## src/rtl/hb3_multi_ctrl_pkg.sv

```systemverilog
// Shared types and helpers for the multi-channel H-bridge controller.
package hb3_pkg;

    typedef enum logic {
        RUN   = 1'b0,
        COAST = 1'b1
    } chan_state_t;

    // Number of bits needed to hold any value from 0 up to max_val (at least one).
    function automatic int cnt_width(input int max_val);
        return (max_val < 2) ? 1 : $clog2(max_val + 1);
    endfunction

endpackage

```

## src/rtl/hb3_multi_ctrl_if.sv

```systemverilog
// Processor/PMOD-facing signal bundle of the H-bridge controller.
interface hb3_multi_ctrl_if #(
    parameter int NUM_CH    = 2,
    parameter int PWM_BITS  = 8,
    parameter int TACH_BITS = 16
);
    logic [NUM_CH-1:0]           enable;
    logic [NUM_CH-1:0]           dir_req;
    logic [NUM_CH*PWM_BITS-1:0]  duty;
    logic [NUM_CH-1:0]           sa;
    logic [NUM_CH-1:0]           sb;
    logic [NUM_CH-1:0]           en_out;
    logic [NUM_CH-1:0]           dir_out;
    logic [NUM_CH-1:0]           reversing;
    logic [NUM_CH*TACH_BITS-1:0] tach_count;
    logic [NUM_CH-1:0]           tach_dir;
    logic                        tach_valid;

    modport master (
        output enable, dir_req, duty, sa, sb,
        input  en_out, dir_out, reversing, tach_count, tach_dir, tach_valid
    );

    modport slave (
        input  enable, dir_req, duty, sa, sb,
        output en_out, dir_out, reversing, tach_count, tach_dir, tach_valid
    );
endinterface

```

## src/rtl/hb3_multi_ctrl_tach.sv

```systemverilog
// Per-channel tachometer: synchronises SA/SB, counts SA rising edges with
// saturation and hands the count over on the shared gate strobe.
module hb3_tach #(
    parameter int TACH_BITS = 16
) (
    input  logic                 clk,
    input  logic                 reset,
    input  logic                 sa,
    input  logic                 sb,
    input  logic                 gate,
    output logic [TACH_BITS-1:0] count,
    output logic                 dir
);
    logic [1:0]           sa_sync_q, sa_sync_d;
    logic [1:0]           sb_sync_q, sb_sync_d;
    logic                 sa_prev_q, sa_prev_d;
    logic [TACH_BITS-1:0] rise_cnt_q, rise_cnt_d;
    logic [TACH_BITS-1:0] count_q, count_d;
    logic                 dir_q, dir_d;
    logic                 sa_rise;
    logic [TACH_BITS-1:0] rise_inc;

    // Synchroniser, edge register, edge counter and window results
    always_ff @(posedge clk) begin
        if (reset) begin
            sa_sync_q  <= '0;
            sb_sync_q  <= '0;
            sa_prev_q  <= 1'b0;
            rise_cnt_q <= '0;
            count_q    <= '0;
            dir_q      <= 1'b0;
        end else begin
            sa_sync_q  <= sa_sync_d;
            sb_sync_q  <= sb_sync_d;
            sa_prev_q  <= sa_prev_d;
            rise_cnt_q <= rise_cnt_d;
            count_q    <= count_d;
            dir_q      <= dir_d;
        end
    end

    // An edge arriving on the gate cycle still belongs to the window being closed
    always_comb begin
        sa_sync_d = {sa_sync_q[0], sa};
        sb_sync_d = {sb_sync_q[0], sb};
        sa_prev_d = sa_sync_q[1];
        sa_rise   = sa_sync_q[1] & ~sa_prev_q;
        rise_inc  = (sa_rise && (rise_cnt_q != '1)) ? rise_cnt_q + 1'b1 : rise_cnt_q;
        dir_d     = sa_rise ? sb_sync_q[1] : dir_q;
        if (gate) begin
            count_d    = rise_inc;
            rise_cnt_d = '0;
        end else begin
            count_d    = count_q;
            rise_cnt_d = rise_inc;
        end
    end

    assign count = count_q;
    assign dir   = dir_q;

endmodule

```

## src/rtl/hb3_multi_ctrl.sv

```systemverilog
// N-channel H-bridge controller: shared PWM timebase and tach gate, per-channel
// RUN/COAST reversal FSM with dead-time, and per-channel tachometers.
module hb3_multi_ctrl
    import hb3_pkg::*;
#(
    parameter int NUM_CH       = 2,
    parameter int PWM_BITS     = 8,
    parameter int PWM_DIV      = 390,
    parameter int DEADTIME_CYC = 1_000_000,
    parameter int GATE_CYC     = 10_000_000,
    parameter int TACH_BITS    = 16
) (
    input logic             clk,
    input logic             reset,
    hb3_multi_ctrl_if.slave bus
);
    localparam int PRE_W  = cnt_width(PWM_DIV - 1);
    localparam int GATE_W = cnt_width(GATE_CYC - 1);
    localparam int DT_W   = cnt_width(DEADTIME_CYC);

    localparam logic [PRE_W-1:0]    PRE_LAST  = PRE_W'(PWM_DIV - 1);
    localparam logic [GATE_W-1:0]   GATE_LAST = GATE_W'(GATE_CYC - 1);
    localparam logic [DT_W-1:0]     DT_LOAD   = DT_W'(DEADTIME_CYC);
    localparam logic [DT_W-1:0]     DT_ONE    = DT_W'(1);
    localparam logic [PWM_BITS-1:0] PWM_MAX   = '1;

    logic [PRE_W-1:0]    pre_q, pre_d;
    logic [PWM_BITS-1:0] pwm_cnt_q, pwm_cnt_d;
    logic [GATE_W-1:0]   gate_q, gate_d;
    logic                tach_valid_q, tach_valid_d;
    logic                pwm_tick, pwm_wrap, gate_strobe;

    logic [NUM_CH-1:0]           en_vec, dir_vec, rev_vec, tach_dir_vec;
    logic [NUM_CH*TACH_BITS-1:0] tach_count_vec;

    // Shared timebase registers
    always_ff @(posedge clk) begin
        if (reset) begin
            pre_q        <= '0;
            pwm_cnt_q    <= '0;
            gate_q       <= '0;
            tach_valid_q <= 1'b0;
        end else begin
            pre_q        <= pre_d;
            pwm_cnt_q    <= pwm_cnt_d;
            gate_q       <= gate_d;
            tach_valid_q <= tach_valid_d;
        end
    end

    // Prescaler tick steps the PWM counter; gate counter closes a window on its last count
    always_comb begin
        pwm_tick     = (pre_q == PRE_LAST);
        pwm_wrap     = pwm_tick && (pwm_cnt_q == PWM_MAX);
        gate_strobe  = (gate_q == GATE_LAST);
        pre_d        = pwm_tick ? '0 : pre_q + 1'b1;
        pwm_cnt_d    = pwm_tick ? pwm_cnt_q + 1'b1 : pwm_cnt_q;
        gate_d       = gate_strobe ? '0 : gate_q + 1'b1;
        tach_valid_d = gate_strobe;
    end

    for (genvar i = 0; i < NUM_CH; i++) begin : g_ch
        chan_state_t         state_q, state_d;
        logic [DT_W-1:0]     dt_q, dt_d;
        logic [PWM_BITS-1:0] duty_q, duty_d;
        logic                dir_q, dir_d;
        logic                en_q, en_d;
        logic                rev_q, rev_d;

        // Channel state register with registered EN/reversing outputs
        always_ff @(posedge clk) begin
            if (reset) begin
                state_q <= RUN;
                dt_q    <= '0;
                duty_q  <= '0;
                dir_q   <= 1'b0;
                en_q    <= 1'b0;
                rev_q   <= 1'b0;
            end else begin
                state_q <= state_d;
                dt_q    <= dt_d;
                duty_q  <= duty_d;
                dir_q   <= dir_d;
                en_q    <= en_d;
                rev_q   <= rev_d;
            end
        end

        // Reversal request starts a fixed coast; dir_req is only re-read when it ends
        always_comb begin
            state_d = state_q;
            dt_d    = dt_q;
            dir_d   = dir_q;
            duty_d  = pwm_wrap ? bus.duty[i*PWM_BITS +: PWM_BITS] : duty_q;
            case (state_q)
                RUN: begin
                    if (bus.dir_req[i] != dir_q) begin
                        state_d = COAST;
                        dt_d    = DT_LOAD;
                    end
                end
                COAST: begin
                    if (dt_q == DT_ONE) begin
                        state_d = RUN;
                        dir_d   = bus.dir_req[i];
                        dt_d    = '0;
                    end else begin
                        dt_d = dt_q - 1'b1;
                    end
                end
                default: state_d = RUN;
            endcase
        end

        // EN follows the PWM compare only while running; reversing marks the coast
        always_comb begin
            en_d  = bus.enable[i] && (state_q == RUN) && (pwm_cnt_q < duty_q);
            rev_d = (state_q == COAST);
        end

        assign en_vec[i]  = en_q;
        assign dir_vec[i] = dir_q;
        assign rev_vec[i] = rev_q;

        hb3_tach #(
            .TACH_BITS(TACH_BITS)
        ) u_tach (
            .clk  (clk),
            .reset(reset),
            .sa   (bus.sa[i]),
            .sb   (bus.sb[i]),
            .gate (gate_strobe),
            .count(tach_count_vec[i*TACH_BITS +: TACH_BITS]),
            .dir  (tach_dir_vec[i])
        );
    end

    assign bus.en_out     = en_vec;
    assign bus.dir_out    = dir_vec;
    assign bus.reversing  = rev_vec;
    assign bus.tach_count = tach_count_vec;
    assign bus.tach_dir   = tach_dir_vec;
    assign bus.tach_valid = tach_valid_q;

endmodule

```

## src/flat_wrapper.sv

```systemverilog
// flat-port wrapper written by rule: the top's interface ports become plain ports
module hb3_multi_ctrl_flat import hb3_pkg::*;
#(
    parameter int NUM_CH       = 2,
    parameter int PWM_BITS     = 8,
    parameter int PWM_DIV      = 390,
    parameter int DEADTIME_CYC = 1_000_000,
    parameter int GATE_CYC     = 10_000_000,
    parameter int TACH_BITS    = 16
)
  (clk, reset, bus_enable, bus_dir_req, bus_duty, bus_sa, bus_sb, bus_en_out, bus_dir_out, bus_reversing, bus_tach_count, bus_tach_dir, bus_tach_valid);
  hb3_multi_ctrl_if #(.NUM_CH(NUM_CH), .PWM_BITS(PWM_BITS), .TACH_BITS(TACH_BITS)) bus_i ();
  input logic clk;
  input logic reset;
  input wire logic [$bits(bus_i.enable)-1:0] bus_enable;
  input wire logic [$bits(bus_i.dir_req)-1:0] bus_dir_req;
  input wire logic [$bits(bus_i.duty)-1:0] bus_duty;
  input wire logic [$bits(bus_i.sa)-1:0] bus_sa;
  input wire logic [$bits(bus_i.sb)-1:0] bus_sb;
  output wire logic [$bits(bus_i.en_out)-1:0] bus_en_out;
  output wire logic [$bits(bus_i.dir_out)-1:0] bus_dir_out;
  output wire logic [$bits(bus_i.reversing)-1:0] bus_reversing;
  output wire logic [$bits(bus_i.tach_count)-1:0] bus_tach_count;
  output wire logic [$bits(bus_i.tach_dir)-1:0] bus_tach_dir;
  output wire logic [$bits(bus_i.tach_valid)-1:0] bus_tach_valid;
  assign bus_i.enable = bus_enable;
  assign bus_i.dir_req = bus_dir_req;
  assign bus_i.duty = bus_duty;
  assign bus_i.sa = bus_sa;
  assign bus_i.sb = bus_sb;
  assign bus_en_out = bus_i.en_out;
  assign bus_dir_out = bus_i.dir_out;
  assign bus_reversing = bus_i.reversing;
  assign bus_tach_count = bus_i.tach_count;
  assign bus_tach_dir = bus_i.tach_dir;
  assign bus_tach_valid = bus_i.tach_valid;
  hb3_multi_ctrl #(.NUM_CH(NUM_CH), .PWM_BITS(PWM_BITS), .PWM_DIV(PWM_DIV), .DEADTIME_CYC(DEADTIME_CYC), .GATE_CYC(GATE_CYC), .TACH_BITS(TACH_BITS)) u_core (.clk(clk), .reset(reset), .bus(bus_i));
endmodule
```

## config.mk

```make
export PLATFORM = sky130hd
export DESIGN_NAME = hb3_multi_ctrl_flat
export DESIGN_NICKNAME = d
export VERILOG_FILES = /design/src/rtl/hb3_multi_ctrl_pkg.sv /design/src/rtl/hb3_multi_ctrl_if.sv /design/src/rtl/hb3_multi_ctrl_tach.sv /design/src/rtl/hb3_multi_ctrl.sv /design/src/flat_wrapper.sv
export SDC_FILE = /design/constraint.sdc
export NUM_CORES = 1
export LEC_CHECK = 0
export ABC_AREA = 1
export BUFFER_PORTS_ARGS = -buffer_cell sky130_fd_sc_hd__buf_2
export CAP_MARGIN = 25
export CORE_UTILIZATION = 50
export CTS_CLUSTER_SIZE = 12
export DETAILED_ROUTE_END_ITERATION = 6
export PLACE_DENSITY = 0.71
export SETUP_SLACK_MARGIN = 0.3
export SLEW_MARGIN = 30
export SYNTH_ARGS = -nofsm -noshare
export SYNTH_HDL_FRONTEND = slang
export SYNTH_HIERARCHICAL = 1
export SYNTH_SLANG_ARGS = --single-unit
```

## constraint.sdc

```tcl
create_clock -name clk -period 2.4 [get_ports clk]
set_input_delay 0.48 -clock clk [delete_from_list [all_inputs] [get_ports clk]]
set_output_delay 0.48 -clock clk [all_outputs]
set_load 0.05 [all_outputs]
```

== Word-level counts from Yosys, hierarchy flattened ==
Cells that the tools add are included.

* Bits of input ports: 26
* Output and inout port bits: 41
* Flip-flop bits (word level): 182
* Word-level logic and storage cells: 79

* Bitwise operators: 6
* Reductions and logical operators: 11
* Equal/unequal tests: 11
* $lt $le $gt $ge: 2
* Add/subtract/negate cells: 7
* Mux-type cells: 14

{| class="wikitable"
|+ Operator list
! kind !! number
|-
| $mux 20 || 4
|-
| $pmux 20 s2 || 2
|-
| $eq 20x1->1 const B || 2
|-
| $sub 20x1->20 const B || 2
|-
| $add 16x1->16 const B || 2
|-
| $mux 16 || 2
|-
| $ne 16x16->1 const B || 2
|-
| $add 24x1->24 const B || 1
|-
| $eq 24x24->1 const B || 1
|-
| $lt 8x8->1 || 2
|-
| $add 9x1->9 const B || 1
|-
| $eq 9x9->1 const B || 1
|-
| $add 8x1->8 const B || 1
|-
| $eq 8x8->1 const B || 1
|-
| $logic_and 1x1->1 || 7
|-
| $mux 1 || 4
|-
| $ne 2x1->1 const B || 2
|-
| $not 1->1 || 4
|-
| $pmux 1 s2 || 2
|-
| $reduce_and 2->1 || 2
|-
| $reduce_or 2->1 || 2
|-
| $and 1x1->1 || 2
|-
| $ne 1x1->1 || 2
|}

== Depth between registers and ports, before layout ==
Gate-level depths: netlist (run 1).

* Depth after elaboration: 4
* Mapped depth: 11

== Hierarchy ==
The synthesis (run 1) kept the hierarchy.

{| class="wikitable"
|+ Modules (own cells, without submodules)
! module !! instances !! seq. area each (µm²) !! area each (µm²) !! cells each
|-
| hb3_multi_ctrl || 1 || 2122.0 || 6103.4 || 884
|-
| hb3_tach || 2 || 760.7 || 1801.7 || 255
|}

== Least setup slack after synthesis (run 1) ==
Ideal clock, no wire load.

* Kind: register -> register
* From: register u_core.gate_q[0]
* To: register u_core.g_ch[0].u_tach.count_q[11]
* Library setup time: 0.059 ns
* Arrival time: 2.002 ns
* Cell stages (with the launch flop): 12
* Slack: 0.339 ns
* Path buffers: 1
* Clock period less this slack: 2.061 ns
* Required time: 2.341 ns
* Cells stage by stage: dfxtp_1 ha_1 nand2_1 inv_1 nand2_1 nor4_1 and2_1 inv_1 nor2_1 clkbuf_1 nand3_1 nand2_1

* Word-level cells in the longest chain between the ends: 1

{| class="wikitable"
|+ Ends and longest elaborated chain
! element !! RTL line !! text
|-
| from (decl) || hb3_multi_ctrl.sv:29 || <nowiki>logic [GATE_W-1:0] gate_q, gate_d;</nowiki>
|-
| from (signal assigned) || hb3_multi_ctrl.sv:46 || <nowiki>gate_q <= gate_d;</nowiki>
|-
| $eq 24x24->1 || hb3_multi_ctrl.sv:55 || <nowiki>gate_strobe = (gate_q == GATE_LAST);</nowiki>
|-
| named net u_core.gate_strobe || hb3_multi_ctrl.sv:31 || <nowiki>logic pwm_tick, pwm_wrap, gate_strobe;</nowiki>
|-
| to (signal assigned) || hb3_multi_ctrl_tach.sv:37 || <nowiki>count_q <= count_d;</nowiki>
|-
| to (decl) || hb3_multi_ctrl_tach.sv:18 || <nowiki>logic [TACH_BITS-1:0] count_q, count_d;</nowiki>
|}

The timed path passes the listed nets, and every way through them passes these cells.
A chain may end at the register's enable or synchronous reset.

== Worst setup path in the final report (run 1) ==
* From: register u_core.gate_q[1]
* To: register u_core.g_ch[1].u_tach.count_q[6]

* Word-level cells in the longest chain between the ends: 1

{| class="wikitable"
|+ Ends and longest elaborated chain
! element !! RTL line
|-
| $eq 24x24->1 || hb3_multi_ctrl.sv:55
|-
| named net u_core.gate_strobe || hb3_multi_ctrl.sv:31
|-
| to (signal assigned) || hb3_multi_ctrl_tach.sv:37
|-
| to (decl) || hb3_multi_ctrl_tach.sv:18
|}

The timed path passes the listed nets, and every way through them passes these cells.

==> out/qor.yml, run 1 <==
post_synth.cell_area_avg_um2: 6.96
cts.sinks: 182
cts_tree: "yes"
path_clk_slew_ns: 0.06
nets: 1510
antenna_cells: 0
core_area_mm2: 0.0189
rows: 50
io_buffers: 66
wl_um: 20200
vias: 8552
viasPerCell: 4.93
globalRouteMet3Util: 0.0476
synthesis.area_mm2: 0.00971
period_share: 0.823
synth_compound_gate_area_share: 0.0838
yosysSeqAreaShare: 0.375
crit_path_end_kind: "flip-flop"
ys.flop_type: "dfxtp_1"
max-cap-violations: 0
synth_edf_count: 0
place_inst: 1701
status: "complete, no violations"
synth_top_area_frac: 0.375
clock_path_buffers: 2
die_area_mm2: 0.0200
fin_crit_ns: 1.98
r2r_slack_ns: 0.42
drive_above_1_share: 0.169
antenna_found_initial: 0
final_antenna_net_count: 0
yosys.area_share.simple: 0.402
busiest_layer: "met2"
initial_core_util: 0.514
fill_cells: 1832
stdcell_count: 1733
p_total_uw: 6870
dpl_cell_area_mm2: 0.0103
die_h_um: 141
design_area_mm2: 0.0108
hold_buffers: 0
synth_cell_type_count: 50
yosysWarnings: 6
crit_required_ns: 2.77
gp_congestion: 0.905
crit_arrival_ns: 2.35
ir_worst_vdd_mv: 0.496
grt_overflow: 0
synth_top_family_by_area: "simple AND/OR/NAND/NOR gates"
final_common_cell: "nand2_1"
die_x_um: 141
synthCells: 1394
fmax_mhz: 506
h-tree-depth: 4
synth_xor_xnor_area_share: 0.0143
fin_skew_ns: 0.0104
synthArstFlopShare: 0
yosysTopAreaCell: "dfxtp_1"
worstMarginPinSlew_ns: 0.508
synth_area_leaders: "dfxtp_1 (38%), nand2_1 (14%), inv_1 (6.5%)"
io_pins: 67
grt_pass1_wl_um: 34100
grt_usage: 0.209
syn-num-nets: 1444
met1_usage: 0.263
crit_path_start_kind: "flip-flop"
dp_hpwl_um: 14600
drc: 0
maxSlewViolCount: 0
grt_max_degree: 29
synth_mux_area_frac: 0
path_class: "flip-flop to flip-flop"
leakagePower_uw: 0.00455
final_util: 0.574
rsz0062_at_grt: "false"
cts_buffers: 17
synth_fa_ha_area_frac: 0.0309
drt_iter0_drc: 395
syn_to_final_growth_pct: 11.6
grt_pass1_vias: 7655
setup_viol_count_final: 0
synth_seq_cells: 182
drtPass1Iterations: 5
setup_tns_ns: 0
clk_latency_ns: 0.43
finalHoldViolCount: 0
maxSlewHeadroom: 0.660
met2_usage: 0.359
power.density_mw_per_mm2: 634
crit_fanout: 16
wl_per_cell_um: 11.6
layout_common_cells: "nand2_1 (371), dfxtp_1 (182), inv_1 (168), nor2_1 (168), nand3_1 (108)"
cts_root_buf: "clkbuf_16"
hp-class: "input pin to flip-flop"
## final timing paths
check	cells past startpoint	from	endpoint
min	3	bus_sa[0]	u_core/g_ch[0].u_tach/sa_sync_q[0]
min reg2reg	2	u_core/g_ch[1].u_tach/sb_sync_q[0]	u_core/g_ch[1].u_tach/sb_sync_q[1]
max reg2reg	11	u_core/gate_q[1]	u_core/g_ch[1].u_tach/count[6]
max	11	u_core/gate_q[1]	u_core/g_ch[1].u_tach/count[6]
## synthesized netlist by cell type (2+ instances only)
cell / count
xor2_1: 13
buf_4: 9
o21bai_1: 7
nand2_4: 4
o22ai_1: 2
nor2_2: 20
a21oi_1: 89
buf_6: 3
buf_2: 7
nor4_1: 3
nor3_2: 4
nand4_1: 27
nand3_2: 34
or2_2: 2
clkbuf_1: 11
ha_1: 24
nor2_4: 19
nand4_4: 2
nand3_1: 108
nand2_1: 371
and2_1: 3
a21oi_2: 10
nand3b_2: 2
o21ai_2: 2
nor2_1: 168
nand3b_1: 5
o21ai_1: 3
nor3_1: 15
a31oi_1: 2
dfxtp_1: 182
o21ai_0: 28
inv_2: 10
inv_1: 168
buf_1: 2
nand2_2: 20
## metal layers
layer | part of all wire | vias to the layer above | routed length [um]
met2 | 0.47 | 136 | 9470
met4 | 0.0091 | 0 | 183
met5 | 0 | - | 0
li1 | - | 4568 | -
met1 | 0.48 | 3831 | 9740
met3 | 0.039 | 17 | 787
## critical path, cell delays in order (launching register included)
cell     delay, ns
dfxtp_1       0.36
ha_1          0.17
nand2_1       0.08
inv_1         0.08
nand2_1       0.08
nor4_1        0.31
and2_4        0.28
inv_1         0.05
nor2_1        0.08
buf_4         0.23
nand3_1       0.13
nand2_1       0.07
## registers in the layout (all words and copies together), names as in the netlist, 8 cells and up
register	cells
u_core/g_ch.dt_q	40
u_core/gate_q	24
u_core/g_ch.duty_q	16
u_core/g_ch.u_tach/count	32
u_core/pre_q	9
u_core/pwm_cnt_q	8
u_core/g_ch.u_tach/rise_cnt_q	32
## final cells by class
type / instances / area [um^2] / share of cell area
repair buffers: 81 / 443 / 0.0409
flip-flops and latches: 182 / 3640 / 0.336
inverters: 181 / 687 / 0.0634
well taps: 260 / 325 / 0.0300
clock inverters: 12 / 101 / 0.00935
clock buffers: 20 / 467 / 0.0431
multi-input cells: 997 / 5170 / 0.477
## per-stage QoR
stage | hold slack, ns | worst slack [ns]
2_1_floorplan | 0.388 | 0.339
3_3_place_gp | 0.392 | 0.223
3_5_place_dp | 0.399 | 0.163
4_1_cts | 0.234 | 0.349
5_1_grt | 0.248 | 0.261
6_report | 0.253 | 0.424
## cells by family after synthesis
logic type | count (synthesis)
buffers and inverters | 215
DFF | 182
and+or+nand+nor | 811
xor gates and xnor gates | 15
AOI/OAI and AO/OA | 147
adders and majority gates | 24
## report_power, final
part | internal [uW] | switching (uW) | total (uW)
clock network | 1510 | 1170 | 2680
registers | 3110 | 96.4 | 3210
logic | 332 | 648 | 980
total | 4950 | 1920 | 6870
## repair_timing
item	4_1_cts	5_1_grt
endpoints found under the hold margin	0	0
buffers inserted	0	0
pin swaps	0	1
endpoints found under the setup margin	32	64
gates resized for setup	2	2
(Power assumes the default switching activity.)
==> run 2: changes to the inputs <==
--- a/config.mk
+++ b/config.mk
@@ -11,7 +11,7 @@
 export CORE_UTILIZATION = 50
 export CTS_CLUSTER_SIZE = 12
 export DETAILED_ROUTE_END_ITERATION = 6
-export PLACE_DENSITY = 0.71
+export PLACE_DENSITY = 0.74
 export SETUP_SLACK_MARGIN = 0.3
 export SLEW_MARGIN = 30
 export SYNTH_ARGS = -nofsm -noshare
==> constraint.sdc (replaced) <==
create_clock -name clk -period 1.75 [get_ports clk]
set_input_delay 0.35 -clock clk [delete_from_list [all_inputs] [get_ports clk]]
set_output_delay 0.35 -clock clk [all_outputs]
set_load 0.05 [all_outputs]
==> run 2 against run 1 <==
Against the previous run: wire length is 27% higher; combinational power up 96%; non-clock buffer count increased by 90; sequential power rose by 38%; design area is 19% higher; critical path type unchanged; largest cell class unchanged.
==> out/qor.yml, run 2 (synthesis gave the netlist of run 1 again) <==
drive_above_1_share: 0.347  # was 0.169
grt_pass1_wl_um: 38700  # was 34100 um
ir_worst_vdd_mv: 0.752  # was 0.496 mV
cts_buffers: 17  # unchanged
path_common_cell: "nand2_4"  # was nand2_1
core_area_mm2: 0.0189  # unchanged
crit_path_start_kind: "flip-flop"  # unchanged
vias: 9553  # was 8552
p_int_uw: 7590  # was 4950 uW
max-cap-violations: 0  # unchanged
cts_tree: "yes"  # unchanged
dp_hpwl_um: 15400  # was 14600 um
syn_to_final_growth_pct: 33.3  # was 11.6%
rows: 50  # unchanged
viasPerCell: 5.22  # was 4.93
fmax_mhz: 609  # was 506 MHz
cts.sinks: 182  # unchanged
p_sw_uw: 3020  # was 1920 uW
design_area_mm2: 0.0129  # was 0.0108 mm^2
drt_iter0_drc: 549  # was 395
fin_skew_ns: 0.0130  # was 0.0104 ns
die_x_um: 141  # unchanged
layout_common_cells: "nand2_1 (347), inv_1 (150), dfxtp_1 (130), nor2_1 (120), nand3_1 (85)"  # was nand2_1 (371), dfxtp_1 (182), inv_1 (168), nor2_1 (168), nand3_1 (108)
place_inst: 1726  # was 1701
gp_congestion: 0.895  # was 0.905
crit_arrival_ns: 2.02  # was 2.35 ns
h-tree-depth: 4  # unchanged
period_share: 0.938  # was 0.823
antenna_found_initial: 0  # unchanged
grt_max_degree: 42  # was 29
initial_core_util: 0.514  # unchanged
final_common_cell: "nand2_1"  # unchanged
crit_path_end_kind: "flip-flop"  # unchanged
clk_latency_ns: 0.44  # was 0.43 ns
dpl_cell_area_mm2: 0.0106  # was 0.0103 mm^2
maxSlewViolCount: 0  # unchanged
power.density_mw_per_mm2: 820  # was 634 mW/mm^2
stdcell_count: 1829  # was 1733
seq_power_share: 0.417  # was 0.467
die_h_um: 141  # unchanged
grt_overflow: 0  # unchanged
top_register: "u_core/g_ch.dt_q"  # unchanged
nets: 1606  # was 1510
final_antenna_net_count: 0  # unchanged
io_buffers: 66  # unchanged
setup_viol_count_final: 0  # unchanged
wl_um: 25600  # was 20200 um
leakagePower_uw: 0.00537  # was 0.00455 uW
drc: 0  # unchanged
die_area_mm2: 0.0200  # unchanged
crit_fanout: 16  # unchanged
switching_share: 0.285  # was 0.279
final_util: 0.685  # was 0.574
maxSlewHeadroom: 0.645  # was 0.660
comb_power_share: 0.181  # was 0.143
grt_pass1_vias: 8598  # was 7655
path_class: "flip-flop to flip-flop"  # unchanged
worstMarginPinSlew_ns: 0.529  # was 0.508 ns
crit_chain: "ha_4, nand2_4, inv_4, nand2_4, nor4_4, and2_4, inv_2, nor2_4, buf_12, nand3_2, nand2_2"  # was ha_1, nand2_1, inv_1, nand2_1, nor4_1, and2_4, inv_1, nor2_1, buf_4, nand3_1, nand2_1
wl_per_cell_um: 14.0  # was 11.6 um
clockPowerShare: 0.402  # was 0.390
largest_reg_flops: 40  # unchanged
path_clk_slew_ns: 0.07  # was 0.06 ns
hp-class: "input pin to flip-flop"  # unchanged
crit_required_ns: 2.13  # was 2.77 ns
io_pins: 67  # unchanged
status: "complete, no violations"  # unchanged
rsz0062_at_grt: "true"  # was false
fin_crit_ns: 1.64  # was 1.98 ns
finalHoldViolCount: 0  # unchanged
cp_slowest_cell: "dfxtp_2"  # was dfxtp_1
drtPass1Iterations: 5  # unchanged
max_stage_delay_ns: 0.35  # was 0.36 ns
cts_root_buf: "clkbuf_16"  # unchanged
r2r_slack_ns: 0.11  # was 0.42 ns
antenna_cells: 0  # unchanged
clock_path_buffers: 2  # unchanged
grt_usage: 0.236  # was 0.209
## run 2: path summary, 6_finish.rpt
path,from,end,depth (start not counted)
worst max-delay path,u_core/gate_q[1],u_core/g_ch[1].u_tach/count[1],11
worst min register to register,u_core/g_ch[0].u_tach/sb_sync_q[0],u_core/g_ch[0].u_tach/sb_sync_q[1],2
worst max register to register,u_core/gate_q[1],u_core/g_ch[1].u_tach/count[1],11
worst min-delay path,bus_sa[0],u_core/g_ch[0].u_tach/sa_sync_q[0],3
## run 2: routing by layer
metal	vias to the layer above	GRT usage	wire [um]
li1	4771	-	-
met1	4447	0.293	11000
met2	283	0.413	12800
met3	52	0.0391	1210
met4	0	0.0778	571
met5	-	0	0
## run 2: metrics by stage
stage | setup slack (ns) | hold slack (ns) | TNS (ns) | power (uW)
floorplan | 0.162 | 0.388 | 0 | 5570
global placement | 0.0796 | 0.396 | 0 | 5860
detailed placement | 0.0300 | 0.393 | 0 | 5900
CTS | 0.134 | 0.105 | 0 | 10300
global route | -0.00440 | 0.104 | -0.0113 | 11100
finish | 0.108 | 0.114 | 0 | 10600
## run 2: area by class of cell
cell class / instances / area (um^2)
Sequential cell: 182 / 3730
Clock buffer: 19 / 433
Multi-Input combinational cell: 1000 / 6040
Timing Repair inverter: 3 / 33.8
Timing Repair Buffer: 171 / 1400
Inverter: 181 / 761
Tap cell: 260 / 325
Fill cell: 1430 / 5950
Clock inverter: 13 / 220
## run 2: power by group through the flow
stage	sequential, uW	combinational, uW	clock [uW]
2_1_floorplan	4460	1120	0
3_3_place_gp	4480	1380	0
3_5_place_dp	4490	1410	0
4_1_cts	4390	1530	4340
5_1_grt	4440	2100	4520
6_report	4430	1920	4270
## run 2: what timing repair did
action                                  in CTS  in global routing
cloned                                       4                  6
hold buffers                                 0                  0
endpoints found under the hold margin        0                  0
buffers inserted                            13                 48
resized for setup                           62                249
endpoints found under the setup margin     120                161
pin swaps                                   20                 92
## run 2: worst max-delay path, delay by kind of cell (launching register included)
family                   cells  cell delay (ns)
flip-flops                   1             0.35
buffers and inverters        3             0.29
adder cells (fa/ha/maj)      1             0.14
AND/OR/NAND/NOR              7             0.81
